==> config.mk <==
export PLATFORM = sky130hd
export DESIGN_NAME = dmem_arbiter
export DESIGN_NICKNAME = d
export VERILOG_FILES = /design/src/rtl/dmem_arb_pkg.sv /design/src/rtl/dmem_arb_picker.sv /design/src/rtl/dmem_arbiter.sv
export SDC_FILE = /design/constraint.sdc
export NUM_CORES = 1
export LEC_CHECK = 0
export CAP_MARGIN = 25
export CORE_ASPECT_RATIO = 1.4
export CORE_MARGIN = 5
export CORE_UTILIZATION = 31
export CTS_BUF_LIST = sky130_fd_sc_hd__clkbuf_8
export DETAILED_ROUTE_END_ITERATION = 7
export GPL_TIMING_DRIVEN = 0
export PLACE_DENSITY = 0.86
export SLEW_MARGIN = 40
export SYNTH_ARGS = -nofsm -noshare
export SYNTH_HDL_FRONTEND = slang
export SYNTH_SLANG_ARGS = --single-unit
==> constraint.sdc <==
create_clock -name clk -period 3.2 [get_ports clk]
set_input_delay 0.64 -clock clk [delete_from_list [all_inputs] [get_ports clk]]
set_output_delay 0.64 -clock clk [all_outputs]
set_load 0.02 [all_outputs]
==> src/rtl/dmem_arb_pkg.sv <==
// rtl/dmem_arb_pkg.sv - shared types and helpers for the data memory arbiter
package dmem_arb_pkg;

    localparam int WAIT_CNT_W = 8;

    typedef struct packed {
        logic [31:0] addr;
        logic        we;
        logic [3:0]  bmask;
        logic [31:0] wdata;
    } dmem_req_t;

    // True when no address bits above the memory window are set.
    function automatic logic in_range(input logic [31:0] addr, input int unsigned dmem_w);
        return (addr >> dmem_w) == 32'd0;
    endfunction

endpackage

==> src/rtl/dmem_arb_picker.sv <==
// rtl/dmem_arb_picker.sv - fixed-priority winner select with starvation override
module dmem_arb_picker #(
    parameter int NUM_REQ = 2,
    parameter int IDX_W   = (NUM_REQ > 1) ? $clog2(NUM_REQ) : 1
) (
    input  logic [NUM_REQ-1:0] valid,
    input  logic [NUM_REQ-1:0] starved,
    output logic [NUM_REQ-1:0] grant,
    output logic [IDX_W-1:0]   idx,
    output logic               any
);

    logic starved_any;

    always_comb begin
        idx         = '0;
        any         = 1'b0;
        starved_any = 1'b0;
        grant       = '0;
        // Scanning downwards leaves the lowest matching index as winner.
        for (int i = NUM_REQ - 1; i >= 0; i--) begin
            if (starved[i]) begin
                idx         = IDX_W'(i);
                starved_any = 1'b1;
            end
        end
        if (starved_any) begin
            any = 1'b1;
        end else begin
            for (int i = NUM_REQ - 1; i >= 0; i--) begin
                if (valid[i]) begin
                    idx = IDX_W'(i);
                    any = 1'b1;
                end
            end
        end
        if (any) begin
            grant[idx] = 1'b1;
        end
    end

endmodule

==> src/rtl/dmem_arbiter.sv <==
// rtl/dmem_arbiter.sv - shares the single-port data memory among NUM_REQ requesters
module dmem_arbiter
    import dmem_arb_pkg::*;
#(
    parameter int NUM_REQ  = 2,
    parameter int DMEM_W   = 11,
    parameter int MAX_WAIT = 4
) (
    input  logic                  clk,
    input  logic                  rst_n,
    input  logic [NUM_REQ-1:0]    req_valid,
    output logic [NUM_REQ-1:0]    req_ready,
    input  logic [NUM_REQ*32-1:0] req_addr,
    input  logic [NUM_REQ-1:0]    req_we,
    input  logic [NUM_REQ*4-1:0]  req_bmask,
    input  logic [NUM_REQ*32-1:0] req_wdata,
    output logic [NUM_REQ-1:0]    rsp_valid,
    output logic                  rsp_err,
    output logic [31:0]           rsp_rdata,
    output logic [DMEM_W-1:0]     mem_addr,
    output logic [3:0]            mem_bmask,
    output logic                  mem_wr_en,
    output logic [31:0]           mem_wdata,
    input  logic [31:0]           mem_rdata
);

    localparam int IDX_W = (NUM_REQ > 1) ? $clog2(NUM_REQ) : 1;

    logic [WAIT_CNT_W-1:0] wait_cnt [NUM_REQ];
    logic [NUM_REQ-1:0]    starved;
    logic [NUM_REQ-1:0]    grant_oh;
    logic [IDX_W-1:0]      win_idx;
    logic                  win_any;
    logic                  granted;
    logic                  win_in_range;
    dmem_req_t             reqs [NUM_REQ];
    dmem_req_t             win;

    always_comb begin
        for (int i = 0; i < NUM_REQ; i++) begin
            reqs[i].addr  = req_addr[i*32 +: 32];
            reqs[i].we    = req_we[i];
            reqs[i].bmask = req_bmask[i*4 +: 4];
            reqs[i].wdata = req_wdata[i*32 +: 32];
            starved[i]    = req_valid[i] && (wait_cnt[i] >= WAIT_CNT_W'(MAX_WAIT));
        end
    end

    dmem_arb_picker #(.NUM_REQ(NUM_REQ), .IDX_W(IDX_W)) u_picker (
        .valid   (req_valid),
        .starved (starved),
        .grant   (grant_oh),
        .idx     (win_idx),
        .any     (win_any)
    );

    // Reset gates the grant so nothing transfers and no write escapes while rst_n is low.
    always_comb begin
        win          = reqs[win_idx];
        win_in_range = in_range(win.addr, DMEM_W);
        granted      = rst_n && win_any;
        req_ready    = granted ? grant_oh : '0;
        mem_addr     = granted ? win.addr[DMEM_W-1:0] : '0;
        mem_bmask    = granted ? win.bmask : 4'h0;
        mem_wdata    = granted ? win.wdata : 32'h0;
        mem_wr_en    = granted && win.we && win_in_range;
    end

    always_ff @(posedge clk) begin
        if (!rst_n) begin
            rsp_valid <= '0;
            rsp_err   <= 1'b0;
            rsp_rdata <= 32'h0;
            for (int i = 0; i < NUM_REQ; i++) begin
                wait_cnt[i] <= '0;
            end
        end else begin
            rsp_valid <= req_ready;
            rsp_err   <= granted && !win_in_range;
            if (granted) begin
                rsp_rdata <= (!win.we && win_in_range) ? mem_rdata : 32'h0;
            end
            for (int i = 0; i < NUM_REQ; i++) begin
                if (req_valid[i] && !req_ready[i]) begin
                    if (wait_cnt[i] != '1) begin
                        wait_cnt[i] <= wait_cnt[i] + 1'b1;
                    end
                end else begin
                    wait_cnt[i] <= '0;
                end
            end
        end
    end

endmodule

==> results.md <==
- Final setup margin: 0.0374 ns
- Final wirelength: 12900 um
- Iter 0 DRT Violations: 144
- Area growth from synthesis to layout: 106%
- CTS tree: yes
- Clk Latency, worst-skew pair: 0.32 ns
- Worst VDD drop: 0.000241 V
- Rel. slew slack: 53.8%
- FF-to-FF Start: wait_cnt[1][7]$_SDFFE_PP0P_
- Sink Count: 51
- Via-per-instance ratio: 5.02
- Min Hold Slack: 0.459 ns
- Die H: 121 um
- Clk slew on worst S/H paths: 0.08 ns
- Min-delay worst type: flip-flop to flip-flop
- Final setup violation count: 0
- I/O pin count: 259
- GRT Total Usage: 22.4%
- Unique masters post-synth: 37
- Critical-path cell list: clkdlybuf4s50_1, o21ai_4, buf_4, or4_1, a21oi_1, clkdlybuf4s15_2
- Cells after Synth: 306
- Startpoint Class: primary input
- Crit-path slowest cell: clkdlybuf4s50_1
- DRT Pass-1 Iters: 4
- Crit. End Element: primary output
- Commonest non-fill, non-tap cell in the layout: clkdlybuf4s50_1
- Outcome: finished, final reports clean
- Mapped cell area: 0.00272 mm^2
- Vias after detailed routing: 3464
- Row cnt: 40
- R2r setup slk: 1.05 ns
- Top FF cell, synth: dfxtp_1
- Core Area: 0.00861 mm^2
- Initial Utilization: 31.6%
- WL/cell: 18.7 um
- Max clock buf depth: 2
- Largest net degree at the start of global routing: 17
- DP Worst Slack: -0.452 ns
- Register area share after synthesis: 40.4%
- First-pass GRT wire length: 17800 um
- Crit-path max FO: 6
- DIE WIDTH: 89.2 um
- Crit Path Class: primary input to primary output
- Worst path required time: 2.56 ns
- Htree depth: 2
- GPL Wtd Cong: 0.881
- Initial antenna violation count: 4
- Final period utilization: 98.8%
- Share of cells above drive strength 1: 14.9%
- Critical Path AT: 2.52 ns
- Post-synth EDFFs: 8
- PD cells: 282 mW/mm^2
- Synth Area per Inst: 8.90 um^2
- Reg2Reg Depth: 7
- Ys async rst share: 0%
- Multi-input gate area: 0.00155 mm^2
- Number of synthesized register bits: 51
- CTS root buffer: clkbuf_8
- Worst slew pin tran: 0.688 ns
- Static leakage: 2.27 nW
- PortBufs: 258
- Die Area: 0.0108 mm^2
- RR Endpoint: rsp_rdata[4]$_SDFFE_PN0P_
- Largest delay share family, worst path: buffers and inverters
- Final Max Tran Viols: 0
- Register area: 0.00110 mm^2
- Hold Path Depth: 2
- Worst Clk Skew: 0.0152 ns
- Top cell type's share of synthesized area: 31.6%
- Crit path time final: 3.16 ns
- RSZ-0062 raised after global routing: yes
- Vias in the first global route: 3367
- F_max: 0.316 GHz
- TritonCTS Buffers: 5
- DRC: 0
- Synth area leaders: dfxtp_1, a22o_1, o21ai_2
- Critical path depth: 6
- Max Cap Viol: 0
- Antenna Violating Nets Remaining: 0
- Warning count from the yosys run: 0
- Largest stage delay, worst path: 0.68 ns
- # nets final: 762
- Hold Crit Start: rsp_rdata[24]$_SDFFE_PN0P_
- Count of final hold-check violations: 0
- Most frequent cells in the layout: clkdlybuf4s50_1, nand2_1, a22o_1
- # diodes: 0
- DP HPWL: 11300 um
- Remaining Overflow, GRT: 0
- Bufs and invs on worst path: 3
- Fillers: 741
- Synth area leader: dfxtp_1
- Worst hold endpoint: rsp_rdata[24]$_SDFFE_PN0P_
synthesized netlist by cell type (2+ instances only):
cell,n
o21ai_0,4
ha_1,4
o211ai_1,2
inv_1,10
buf_2,5
nor2_1,16
nand3_1,8
nand4_1,4
xor2_1,3
conb_1,2
nor3_1,4
nor4_1,9
a211oi_1,2
a21oi_1,4
clkbuf_1,7
xnor2_1,3
dfxtp_1,43
edfxtp_1,8
o21ai_2,30
nand2_1,69
and4_1,2
buf_6,6
a22o_1,47
routing by layer:
layer / wire (um) / vias to the layer above / part of all wire (%) / global-route usage (%)
li1: - / 1648 / - / -
met1: 4190 / 1563 / 32 / 21.9
met2: 6530 / 219 / 51 / 41.3
met3: 1870 / 26 / 14 / 9.85
met4: 272 / 8 / 2.1 / 6.52
met5: 59 / - / 0.46 / 0
how the worst max path moves through the flow:
stage	start	end
final	req_valid[1]	mem_wr_en
after global routing	wait_cnt[0][6]$_SDFFCE_PP0P_	mem_wr_en
after CTS	req_addr[54]	mem_wr_en
after detailed placement	rst_n	mem_wdata[21]
after global placement	rst_n	mem_wdata[21]
after floorplan	wait_cnt[0][6]$_SDFFCE_PP0P_	mem_wr_en
cell families after synthesis:
| family | share of synthesized area, % |
|---|---|
| xor+xnor | 1.93 |
| flops | 40.4 |
| buf+inv | 6.02 |
| fa+ha+maj | 1.84 |
| compound gates | 30.2 |
| other cells | 0.276 |
| simple gates | 18.9 |
| mux | 0.367 |
per-stage QoR:
step / setup TNS [ns] / std cells / utilization [%] / instance area [um^2] / total power [mW]
finish: 0 / 690 / 65.0 / 5600 / 1.58
global route: -0.0497 / 690 / 65.0 / 5600 / 1.63
CTS: 0 / 689 / 65.3 / 5620 / 1.59
detailed placement: -8.97 / 680 / 63.6 / 5480 / 1.15
global placement: -7.68 / 680 / 63.6 / 5480 / 1.14
floorplan: 0 / 317 / - / 2770 / 0.823
layout make-up:
cell class / instances / area share [%]
sequential: 51 / 19.7
clock buffer: 5 / 1.23
buffer: 19 / 2.59
timing repair buffer: 260 / 45.0
clock inverter: 3 / 0.760
inverter: 10 / 0.670
tap: 105 / 2.35
multi-input combinational: 237 / 27.7
power breakdown:
part	switching (mW)	internal, mW	leakage [nW]
sequential	0.00716	0.660	0.428
clock	0.223	0.233	0.0599
combinational	0.179	0.274	1.78
flip-flops by register name, summed over array words and instances (netlist names):
name / count
rsp_err: 1
rsp_rdata: 32
rsp_valid: 2
wait_cnt: 16
worst register-to-register path: cells and delay by family (launching register included):
family / cells / cell delay, ns
DFF: 1 / 0.36
AOI/OAI and AO/OA: 4 / 0.77
and+or+nand+nor: 1 / 0.56
buffers and inverters: 2 / 0.39
timing repair:
| action | in CTS | in global routing |
|---|---|---|
| hold endpoints to repair | 0 | 0 |
| hold buffers | 0 | 0 |
| cloned | 0 | 1 |
| gates resized for setup | 101 | 25 |
| setup buffers | 1 | 0 |
| endpoints found under the setup margin | 50 | 24 |
| pin swaps | 1 | 1 |
No activity file was read; power rests on OpenSTA's default activity.
